## src/rtl/simon_pkg.sv

```systemverilog
// Shared mode encodings and default sizing for the Simon datapath blocks.
package simon_pkg;

  localparam logic [2:0] MODE_IDLE     = 3'd0;
  localparam logic [2:0] MODE_INPUT    = 3'd1;
  localparam logic [2:0] MODE_PLAYBACK = 3'd2;
  localparam logic [2:0] MODE_REPEAT   = 3'd3;
  localparam logic [2:0] MODE_DONE     = 3'd4;

  localparam int DEF_COLORS = 4;
  localparam int DEF_DEPTH  = 64;

endpackage

```

## src/rtl/simon_seq_mem.sv

```systemverilog
// Colour sequence storage: synchronous write, asynchronous read, contents survive reset.
module simon_seq_mem #(
  parameter int COLORS = 4,
  parameter int DEPTH  = 64,
  parameter int AW     = 6
) (
  input  logic              clk,
  input  logic              we,
  input  logic [AW-1:0]     waddr,
  input  logic [COLORS-1:0] wdata,
  input  logic [AW-1:0]     raddr,
  output logic [COLORS-1:0] rdata
);

  logic [COLORS-1:0] mem [DEPTH];

  always_ff @(posedge clk) begin
    if (we) mem[waddr] <= wdata;
  end

  assign rdata = mem[raddr];

endmodule

```

## src/rtl/simon_datapath_param.sv

```systemverilog
// Simon datapath: records the player's colour sequence and paces it out for
// playback, repeat checking and looping end-of-game replay.
module simon_datapath_param
  import simon_pkg::*;
#(
  parameter int COLORS = DEF_COLORS,
  parameter int DEPTH  = DEF_DEPTH
) (
  input  logic                   clk,
  input  logic                   rst,
  input  logic                   level,
  input  logic [COLORS-1:0]      pattern,
  input  logic [2:0]             mode,
  input  logic                   step,
  input  logic                   clrcount,
  input  logic                   w_en,
  output logic                   is_legal,
  output logic                   play_eq_count,
  output logic                   repeat_eq_play,
  output logic                   input_eq_pattern,
  output logic                   seq_full,
  output logic                   overflow,
  output logic [$clog2(DEPTH):0] count,
  output logic [COLORS-1:0]      pattern_leds
);

  localparam int AW = $clog2(DEPTH);
  localparam logic [AW:0] DEPTH_C = (AW+1)'(DEPTH);

  logic [AW:0]       play_ptr;
  logic [AW:0]       rep_ptr;
  logic [AW:0]       done_ptr;
  logic [AW:0]       done_next;
  logic [AW:0]       rd_ptr;
  logic [COLORS-1:0] rd_data;
  logic              mem_we;

  // Read port follows whichever pointer the current mode is walking.
  always_comb begin
    rd_ptr = '0;
    case (mode)
      MODE_PLAYBACK: rd_ptr = play_ptr;
      MODE_REPEAT:   rd_ptr = rep_ptr;
      MODE_DONE:     rd_ptr = done_ptr;
      default:       rd_ptr = '0;
    endcase
  end

  assign seq_full         = (count == DEPTH_C);
  assign mem_we           = (mode == MODE_INPUT) && w_en && !seq_full && !clrcount;
  assign done_next        = done_ptr + 1'b1;
  assign is_legal         = (|pattern) && (level || $onehot(pattern));
  assign play_eq_count    = (play_ptr == count);
  assign repeat_eq_play   = (rep_ptr == count);
  assign input_eq_pattern = (pattern == rd_data);

  simon_seq_mem #(
    .COLORS(COLORS),
    .DEPTH (DEPTH),
    .AW    (AW)
  ) u_mem (
    .clk  (clk),
    .we   (mem_we),
    .waddr(count[AW-1:0]),
    .wdata(pattern),
    .raddr(rd_ptr[AW-1:0]),
    .rdata(rd_data)
  );

  // clrcount wipes all bookkeeping but leaves the stored colours alone.
  always_ff @(posedge clk or negedge rst) begin
    if (!rst) begin
      count        <= '0;
      play_ptr     <= '0;
      rep_ptr      <= '0;
      done_ptr     <= '0;
      pattern_leds <= '0;
      overflow     <= 1'b0;
    end else if (clrcount) begin
      count        <= '0;
      play_ptr     <= '0;
      rep_ptr      <= '0;
      done_ptr     <= '0;
      pattern_leds <= '0;
      overflow     <= 1'b0;
    end else begin
      case (mode)
        MODE_INPUT: begin
          pattern_leds <= pattern;
          play_ptr     <= '0;
          if (w_en) begin
            if (seq_full) overflow <= 1'b1;
            else          count    <= count + 1'b1;
          end
        end
        MODE_PLAYBACK: begin
          rep_ptr <= '0;
          if (step && (play_ptr < count)) begin
            pattern_leds <= rd_data;
            play_ptr     <= play_ptr + 1'b1;
          end
        end
        MODE_REPEAT: begin
          pattern_leds <= pattern;
          done_ptr     <= '0;
          if (step && (rep_ptr < count)) rep_ptr <= rep_ptr + 1'b1;
        end
        MODE_DONE: begin
          // Replay loops forever so the final sequence keeps flashing.
          if (count == '0) begin
            pattern_leds <= '0;
          end else if (step) begin
            pattern_leds <= rd_data;
            done_ptr     <= (done_next == count) ? '0 : done_next;
          end
        end
        MODE_IDLE: pattern_leds <= '0;
        default:   pattern_leds <= '0;
      endcase
    end
  end

endmodule

```

## config.mk

```make
export PLATFORM = sky130hd
export DESIGN_NAME = simon_datapath_param
export DESIGN_NICKNAME = d
export VERILOG_FILES = /design/src/rtl/simon_pkg.sv /design/src/rtl/simon_seq_mem.sv /design/src/rtl/simon_datapath_param.sv
export SDC_FILE = /design/constraint.sdc
export NUM_CORES = 1
export LEC_CHECK = 0
export ABC_AREA = 1
export CORE_MARGIN = 2
export CORE_UTILIZATION = 23
export CTS_BUF_LIST = sky130_fd_sc_hd__clkbuf_4
export CTS_CLUSTER_SIZE = 25
export DETAILED_ROUTE_END_ITERATION = 10
export PLACE_DENSITY = 0.34
export SLEW_MARGIN = 20
export SYNTH_ARGS = -nofsm -noshare
export SYNTH_HDL_FRONTEND = slang
export SYNTH_SLANG_ARGS = --single-unit
```

## constraint.sdc

```tcl
create_clock -name clk -period 3.75 [get_ports clk]
set_clock_uncertainty 0.1 [all_clocks]
set_input_delay 0.75 -clock clk [delete_from_list [all_inputs] [get_ports clk]]
set_output_delay 0.75 -clock clk [all_outputs]
set_load 0.05 [all_outputs]
```

== Word-level counts from Yosys, hierarchy flattened ==
Memories as Yosys holds them, arrays and structs flattened.
Cells that the tools add are included.

* Bits in registers: 33
* Bits in latches: 0
* RAM bits: 256
* Memory bits (read-only): 0
* Input bits: 13
* Output and inout port bits: 17
* Logic and storage cells: 83
* Memories kept: 1

{| class="wikitable"
|+ Memory list
! name !! depth !! width !! read ports !! clocked after memory_dff !! wr ports !! RTL line !! text
|-
| u_mem.mem || 64 || 4 || 1 || 0 || 1 || simon_seq_mem.sv:15 || <nowiki>logic [COLORS-1:0] mem [DEPTH];</nowiki>
|}

* Add/sub/neg operators: 7
* $mul: 0
* Div/mod/pow operators: 0
* $lt $le $gt $ge: 2
* Equality and inequality tests: 16
* Shift-type cells: 0
* Mux-type cells: 27
* Bitwise logic cells: 0
* Reduce and logical (&&, ||, !) cells: 24

{| class="wikitable"
|+ Operator list
! kind !! number
|-
| $mux W7 || 12
|-
| $pmux W7 S2 || 3
|-
| $add A7 B1 Y7 const B || 4
|-
| $eq A7 B7 Y1 || 3
|-
| $pmux W6 S3 || 1
|-
| $mux W4 || 4
|-
| $lt A7 B7 Y1 || 2
|-
| $ne A3 B3 Y1 const B || 4
|-
| $pmux W4 S3 || 1
|-
| $reduce_and A3 Y1 || 3
|-
| $reduce_bool A3 Y1 || 3
|-
| $eq A7 B7 Y1 const B || 1
|-
| $logic_not A7 Y1 || 1
|-
| $eq A3 B1 Y1 const B || 2
|-
| $eq A3 B2 Y1 const B || 2
|-
| $logic_and A1 B1 Y1 || 6
|-
| $mux W1 || 6
|-
| $reduce_and A2 Y1 || 3
|-
| $reduce_bool A2 Y1 || 3
|-
| $add A1 B1 Y2 || 2
|-
| $eq A4 B4 Y1 || 1
|-
| $ne A4 B4 Y1 const B || 1
|-
| $reduce_or A4 Y1 || 1
|-
| $add A2 B2 Y3 || 1
|-
| other kinds (5) || 6
|}

== Logic depth before layout (Yosys ltp) ==
Gate-level depths: netlist (run 1).

* Depth after elaboration: 7
* Mapped depth: 18
* Mapped depth without buffers: 16

== By module ==
A second synthesis (run 1) with hierarchy kept.

* Cells, all modules: 1329
* Area, all modules: 13521.7 um^2

{| class="wikitable"
|+ By module, submodules not included
! module !! instances !! cells each !! area each (um^2) !! sequential area each (um^2)
|-
| simon_seq_mem || 1 || 944 || 10801.6 || 7687.4
|-
| simon_datapath_param || 1 || 385 || 2720.1 || 825.8
|}

== Worst setup path before layout (run 1) ==
OpenSTA, ideal clock, no wires.

* Path kind: input to output
* From: input port mode[0]
* To: output port input_eq_pattern
* Data arrival time: 2.812 ns
* Required time: 2.900 ns
* Setup slack: 0.088 ns
* Cell stages on the path: 16
* Path buffers: 1
* Path through: inv_1 > nand3_2 > inv_2 > nand2_1 > nand3_2 > clkbuf_1 > nand3_1 > nand3_1 > nand3_1 > nand3_1 > nand3_1 > nand2_1 > nand2_1 > nand2_1 > nand2_1 > nor2_1

* Longest elaborated chain between the ends: 4
* Elaborated cells between the ends (all ways): 6
* Those cells by class: 4 x eq/ne; 1 x mux; 1 x memory

{| class="wikitable"
|+ RTL lines
! element !! RTL line !! text
|-
| start: declaration || simon_datapath_param.sv:13 || <nowiki>input logic [2:0] mode,</nowiki>
|-
| $eq A3 B3 Y1 or $eq A3 B2 Y1 (tied branches) || simon_datapath_param.sv:41 || <nowiki>case (mode)</nowiki>
|-
| $pmux W6 S3 (*) || simon_datapath_param.sv:41 ||
|-
| $mem_v2 Z64 W4 (*) || - ||
|-
| $eq A4 B4 Y1 (*) || simon_datapath_param.sv:55 || <nowiki>assign input_eq_pattern = (pattern == rd_data);</nowiki>
|-
| end: declaration || simon_datapath_param.sv:20 || <nowiki>output logic input_eq_pattern,</nowiki>
|}

Mark *: on every way between the ends. The rest lies on a longest branch, timed or not.

== Worst setup path after layout (run 1) ==
* From: register rep_ptr[1]
* To: output port input_eq_pattern

* Longest elaborated chain between the ends: 3

{| class="wikitable"
|+ RTL lines
! element !! RTL line !! text
|-
| start: declaration || simon_datapath_param.sv:31 || <nowiki>logic [AW:0] rep_ptr;</nowiki>
|-
| start signal: assignment || simon_datapath_param.sv:106 || <nowiki>if (step && (rep_ptr < count)) rep_ptr <= rep_ptr + 1'b1;</nowiki>
|-
| $pmux W6 S3 || simon_datapath_param.sv:41 ||
|-
| $mem_v2 Z64 W4 || - ||
|-
| $eq A4 B4 Y1 || simon_datapath_param.sv:55 ||
|}

Every way passes these cells.

==> results.json, run 1 <==
{
  "status": "complete, but fails checks",
  "violations": "negative setup slack",
  "ir_worst_vdd_mv": 0.185,
  "start_kind": "flop",
  "nets": 1463,
  "grt_usage_pct": 15.7,
  "clk_path_buf_depth": 3,
  "rsz0062_at_grt": "yes",
  "area_growth_pct": 31.5,
  "cp.required_ps": 2900,
  "io_pins": 30,
  "drive_gt1_share_pct": 25.1,
  "finalCriticalPeriod_ps": 4080,
  "root_buffer": "clkbuf_4",
  "postLayoutCellArea_um2": 17100,
  "p_per_area_nw_per_um2": 409,
  "r2r-start": "count[1]",
  "rrSetupSlack_ps": 800,
  "cp_cell_sequence": "nand4_1 > buf_4 > nand3_4 > buf_12 > buf_6 > nand3_1 > nand3_1 > nand3_2 > nand3_2 > nand3_4 > nand2_2 > nand2_1 > nand2_1 > nand2_1 > nor2_2 > buf_6 > buf_12",
  "syn-num-nets": 1275,
  "hold_ws_ps": 264,
  "hold_end": "u_mem.mem[3][2]",
  "p_leak_nw": 6.41,
  "initial_utilization_pct": 23.2,
  "multi_input_area_um2": 4470,
  "critical_path_class": "flop to output pin",
  "htree_num_levels": 3,
  "core_um2": 56200,
  "initialDrtViolationCount": 630,
  "die_w_um": 242,
  "synthCells": 1239,
  "cts_inserted_buffers": 84,
  "place_area_um2": 15100,
  "cp_common_cell": "nand2_1",
  "setup_viol": 1,
  "first_pass_iters": 4,
  "die_h_um": 242,
  "drc_errors": 0,
  "drv_cap": 0,
  "overflow": 0,
  "place_congestion": 0.783,
  "antenna_found_initial": 2,
  "async_flop_share_pct": 11.4,
  "holdPathStages": 1,
  "portBuffers": 29,
  "synthTopCellsByArea": "edfxtp_1 59%, nand3_1 11%, nand2_1 9.3%, dfrtp_1 6.3%, nor2_1 2.8%",
  "critPathBufInv": 5,
  "clock-sinks": 289,
  "core.rowCount": 87,
  "max_stage_delay_ps": 400,
  "cts_tree": "yes",
  "vias": 10000,
  "synthTopCellsByCount": "321 x nand2_1, 280 x nand3_1, 256 x edfxtp_1",
  "die_area_um2": 58500,
  "syn-cell-area_um2": 13000,
  "yosysWarnings": 0,
  "post-place-ws_ps": -816,
  "final.fill_count": 5981,
  "yosys_register_bits": 289,
  "dp_cells": 2073,
  "synth-main-ff-cell": "edfxtp_1",
  "wl_per_cell_um": 20.2,
  "grt_pass1_wl_um": 68100,
  "hold_path_startpoint": "pattern[2]",
  "worst_slew_margin_rel_pct": 41.8,
  "grt_pass1_vias": 10600,
  "seqCellArea_um2": 8520,
  "ant_nets": 0,
  "r2r_end": "u_mem.mem[32][3]",
  "fin_crit_sh_pct": 109,
  "grt_max_degree": 66,
  "yosysTopAreaCell": "edfxtp_1",
  "timing.fmax_mhz": 245,
  "drv_slew": 0,
  "yosysUniqueCellTypes": 38,
  "timing.final.ws_setup_ps": -326,
  "worst_pin_slew_ps": 873,
  "cp_max_fo": 7,
  "cp_slowest_cell": "dfrtp_2",
  "synth_edf_count": 256,
  "insertion_delay_ps": 820,
  "synth.most_common_cell": "nand2_1",
  "hpwl_um": 29100,
  "postSynthAreaPerCell_um2": 10.5,
  "finalNonFillerCells": 2250,
  "utilization_pct": 30.4,
  "worstRegToRegCells": 13,
  "arrival_ps": 3230,
  "avgViaCountPerCell": 4.45,
  "synth_top_area_share_pct": 59.1,
  "clk_pin_slew_ps": 70,
  "path_delay_family": "simple AND/OR/NAND/NOR gates",
  "wl_um": 45400,
  "min-delay-path-class": "input pin to flop",
  "final-hold-violation-count": 0,
  "cp.depth": 17,
  "end_kind": "output pin",
  "ys_seq_area_share_pct": 65.5
}
## layout make-up
type	instances	area share (%)
Antenna cell	2	0.0293
Tap cell	756	5.53
Timing Repair Buffer	153	10.4
Clock inverter	25	1.06
Sequential cell	289	49.8
Inverter	67	1.49
Multi-Input combinational cell	832	26.1
Clock buffer	126	5.53
## power breakdown
group / leakage (nW) / total (mW) / switching, mW / internal [mW]
sequential: 2.75 / 3.51 / 0.00323 / 3.51
combinational: 2.99 / 0.305 / 0.210 / 0.0951
clock: 0.661 / 3.18 / 1.45 / 1.74
total: 6.41 / 7.00 / 1.66 / 5.34
## state kept, by name (all words and copies together), names as in the netlist
name	flops
count	7
done_ptr	7
overflow	1
pattern_leds	4
play_ptr	7
rep_ptr	7
u_mem.mem	256
## cell families after synthesis
group	after synthesis	share of synthesized area, %
flip-flops	289	65.5
XOR/XNOR	11	0.741
buffers and inverters	118	3.89
AND/OR/NAND/NOR	742	25.1
adder cells (fa/ha/maj)	23	2.27
AO/OA/AOI/OAI	56	2.56
## worst reg2reg max path: stages, from the launching register on
cell	delay, ps
dfrtp_1	500
inv_1	100
ha_1	180
nor3b_1	130
inv_1	80
nor3_1	70
nor2_1	110
inv_1	60
nor2_1	120
inv_1	90
nor2_1	300
nand3_1	200
buf_12	200
nor2_1	330
## cell usage in the layout, fill, tap and decap left out, drive strengths merged, types with 16 or more instances in the layout
master           n
nand2          322
nand3          284
edfxtp         256
buf            132
clkbuf         128
nor2            98
inv             66
dfrtp           33
o21ai           26
ha              22
clkinv          21
clkdlybuf4s50   16
nand4           16
## per-layer routing
metal  vias up  global-route usage (%)  part of all wire [%]
li1       4788                       -                     -
met1      4940                    20.2                    46
met2       218                    25.6                    47
met3        76                    3.67                   4.1
met4         0                    5.92                   2.8
met5         -                       0                     0
## what timing repair did
action / in CTS / in global routing
endpoints found under the setup margin: 3 / 3
pin swaps: 40 / 3
cloned: 5 / 0
endpoints found under the hold margin: 33 / 0
buffers inserted: 16 / 2
gates resized for setup: 116 / 19
hold buffers: 1 / 0
## per-stage QoR
| step | total power [mW] | TNS, ps |
|---|---|---|
| floorplan | 3.69 | 0 |
| global placement | 3.87 | -18520 |
| detailed placement | 3.87 | -12730 |
| CTS | 7.13 | -398 |
| global route | 7.31 | -548 |
| finish | 7.00 | -326 |
## worst max-delay path by stage
| stage | start | end | slack [ps] |
|---|---|---|---|
| floorplan | mode[0] | input_eq_pattern | 90 |
| global placement | mode[1] | input_eq_pattern | -860 |
| detailed placement | mode[1] | input_eq_pattern | -820 |
| CTS | rep_ptr[1] | input_eq_pattern | -400 |
| global route | rep_ptr[1] | input_eq_pattern | -550 |
| finish | rep_ptr[1] | input_eq_pattern | -330 |
Note: power is estimated with default switching activity, not from simulation.
==> run 2: changes to the inputs <==
- SETUP_SLACK_MARGIN: unset -> 0.2
- SYNTH_HIERARCHICAL: unset -> 1
- clock period: 3.75 -> 4.4 ns (I/O delays scaled with it)
==> run 2 against run 1 <==
Effect of this change:
- the flow still finishes with violations (negative setup slack)
- combinational power is 16% lower
- worst hold slack worse by 130 ps
- critical endpoint unchanged
- non-clock buffer count is 16 higher
- setup slack better by 210 ps
- clock power is 20% lower
- synthesized cell count is 7.3% higher
- via count is 4.6% higher
- register-to-register slack better by 520 ps
- largest power group unchanged
- sequential power is 15% lower
- die area is 3.9% higher
- wire length is 3.6% higher
- power is 17% lower
==> results.json, run 2 <==
{
  "status": "complete, but fails checks",
  "violations": "negative setup slack",
  "synth-main-ff-cell": "edfxtp_1",
  "power_frac_clock_pct": 43.8,
  "initial_utilization_pct": 23.3,
  "htree_num_levels": 3,
  "final_common_cell": "nand2_1",
  "insertion_delay_ps": 780,
  "vias": 10500,
  "cp_max_fo": 7,
  "area_growth_pct": 29.9,
  "syn-num-nets": 1365,
  "clock-sinks": 289,
  "cts_inserted_buffers": 85,
  "worst_pin_slew_ps": 896,
  "worstRegToRegCells": 8,
  "cp_cell_sequence": "buf_4 > buf_4 > nor2_4 > nand2_4 > o221ai_4 > buf_12 > buf_12 > buf_6 > buf_12 > nand2_1 > nand3_2 > nand3_2 > nand2_2 > nand2_1 > nand3_2 > nand3_2 > nand2_2 > xnor2_1 > nand2_1 > a221oi_4 > buf_6 > buf_12",
  "r2r-start": "count[0]",
  "p_int_mw": 4.39,
  "fin_crit_sh_pct": 103,
  "synthTopCellsByCount": "461 x nand2_1, 259 x nand3_1, 256 x edfxtp_1",
  "final-hold-violation-count": 0,
  "start_kind": "input pin",
  "drv_cap": 0,
  "arrival_ps": 3530,
  "yosysTopAreaCell": "edfxtp_1",
  "switching_share_pct": 24.0,
  "ir_worst_vdd_mv": 0.117,
  "top_register": "u_mem/mem",
  "rrSetupSlack_ps": 1320,
  "finalNonFillerCells": 2353,
  "nets": 1562,
  "cts_tree": "yes",
  "final.fill_count": 6170,
  "io_pins": 30,
  "setup_tns_ps": -111,
  "hpwl_um": 28700,
  "place_congestion": 0.789,
  "end_kind": "output pin",
  "finalCriticalPeriod_ps": 4510,
  "avgViaCountPerCell": 4.46,
  "synthTopCellsByArea": "edfxtp_1 57%, nand2_1 13%, nand3_1 9.6%, dfrtp_1 6.1%, nor2_1 2.3%",
  "yosysUniqueCellTypes": 42,
  "p_per_area_nw_per_um2": 329,
  "die_h_um": 246,
  "startpoint": "mode[2]",
  "p_switching_mw": 1.38,
  "pwr-share-seq_pct": 51.8,
  "wl_um": 47100,
  "yosys_register_bits": 289,
  "syn-cell-area_um2": 13500,
  "mostFrequentLayoutCells": "417 x nand2_1, 256 x edfxtp_1, 195 x nand3_1",
  "die_area_um2": 60700,
  "max_stage_delay_ps": 210,
  "drv_slew": 0,
  "synthCells": 1329,
  "grt_pass1_vias": 10900,
  "dp_cells": 2166,
  "wl_per_cell_um": 20.0,
  "min-delay-path-class": "input pin to async pin",
  "grt_pass1_wl_um": 69600,
  "worst_slew_margin_rel_pct": 40.3,
  "endpoint": "input_eq_pattern",
  "p_comb_share_pct": 4.4,
  "first_pass_iters": 5,
  "initialDrtViolationCount": 620,
  "async_flop_share_pct": 11.4,
  "timing.final.ws_setup_ps": -111,
  "drive_gt1_share_pct": 27.4,
  "setup_viol": 1,
  "cp.required_ps": 3420,
  "overflow": 0,
  "synth_top_area_share_pct": 56.9,
  "largest_reg_flops": 256,
  "cts-hold-fix-buffers": 0,
  "ys_seq_area_share_pct": 63.0,
  "synth_edf_count": 256,
  "core_um2": 57900,
  "grt_usage_pct": 15.6,
  "synth.most_common_cell": "nand2_1",
  "p_leak_nw": 6.84,
  "die_w_um": 246,
  "critical_path_class": "input pin to output pin",
  "antenna_found_initial": 1,
  "grt_max_degree": 66,
  "clk_path_buf_depth": 3,
  "rsz0062_at_grt": "yes",
  "yosysWarnings": 6,
  "r2r_end": "u_mem/mem[13][2]",
  "postSynthAreaPerCell_um2": 10.2,
  "drc_errors": 0,
  "portBuffers": 29,
  "core.rowCount": 88,
  "cp_slowest_cell": "a221oi_4",
  "ant_nets": 0,
  "clk_pin_slew_ps": 60,
  "root_buffer": "clkbuf_4",
  "timing.fmax_mhz": 222
}
-- run 2: repair_timing --
| action | 4_1_cts | 5_1_grt |
|---|---|---|
| gates resized for setup | 139 | 37 |
| setup buffers | 15 | 7 |
| pin swaps | 63 | 25 |
| cloned | 13 | 3 |
| endpoints found under the setup margin | 3 | 1 |
-- run 2: logic make-up (layout without fill, tap and decap cells) --
group                      Yosys count  count (layout)  share of synthesized area [%]
and+or+nand+nor                    853             853                           27.5
DFF                                289             289                           63.0
buffers and inverters              121             379                           4.97
AOI/OAI and AO/OA                   29              29                           1.51
adders and majority gates           23              23                           2.18
xor gates and xnor gates            14              14                          0.907
other                                0               1                              0
-- run 2: critical path, delay by kind of cell --
| family | cells | cell delay (ps) |
|---|---|---|
| AND/OR/NAND/NOR | 11 | 1000 |
| buffers and inverters | 8 | 1120 |
| AO/OA/AOI/OAI | 2 | 400 |
| XOR/XNOR | 1 | 110 |
-- run 2: metrics by stage --
| step | setup WS, ps | power (mW) | utilization [%] | hold slack (ps) | instance area, um2 |
|---|---|---|---|---|---|
| 2_1_floorplan | 205 | 3.15 | - | 371 | 13500 |
| 3_3_place_gp | -616 | 3.28 | 26.4 | 370 | 15300 |
| 3_5_place_dp | -679 | 3.28 | 26.4 | 365 | 15300 |
| 4_1_cts | -122 | 5.90 | 29.8 | 58.3 | 17300 |
| 5_1_grt | -251 | 6.06 | 30.3 | 104 | 17600 |
| 6_report | -111 | 5.77 | 30.3 | 130 | 17600 |
-- run 2: layer usage --
metal | wire length [um] | part of all wire (%) | global-route usage (%) | vias to the layer above
li1 | - | - | - | 5030
met1 | 21100 | 45 | 19.6 | 5090
met2 | 22500 | 48 | 26.1 | 272
met3 | 2140 | 4.5 | 3.64 | 93
met4 | 1320 | 2.8 | 5.65 | 0
met5 | 0 | 0 | 0 | -
-- run 2: how the worst min path moves through the flow --
stage / from / end / slack, ps / cells after the start
finish: rst / pattern_leds[1] / 130 / 1
floorplan: done_ptr[6] / done_ptr[6] / 370 / 2
global placement: pattern_leds[2] / pattern_leds[2] / 370 / 2
CTS: rst / pattern_leds[1] / 60 / 1
detailed placement: pattern_leds[1] / pattern_leds[1] / 360 / 2
global route: rst / rep_ptr[4] / 100 / 1
-- run 2: cell type report --
cell class                 instances  area (um2)  area share [%]
inverter                          62         255            1.45
clock inverter                    20        81.3           0.463
tap                              765         957            5.45
antenna                            1        2.50          0.0142
timing repair buffer             169        1960            11.1
multi-input combinational        919        4840            27.6
sequential                       289        8520            48.5
clock buffer                     128         961            5.47
-- run 2: power groups by stage --
stage	Clock (mW)	Combinational (mW)	Sequential (mW)
2_1_floorplan	0	0.0940	3.06
3_3_place_gp	0	0.233	3.05
3_5_place_dp	0	0.232	3.05
4_1_cts	2.65	0.259	2.99
5_1_grt	2.79	0.279	2.99
6_report	2.53	0.255	2.99
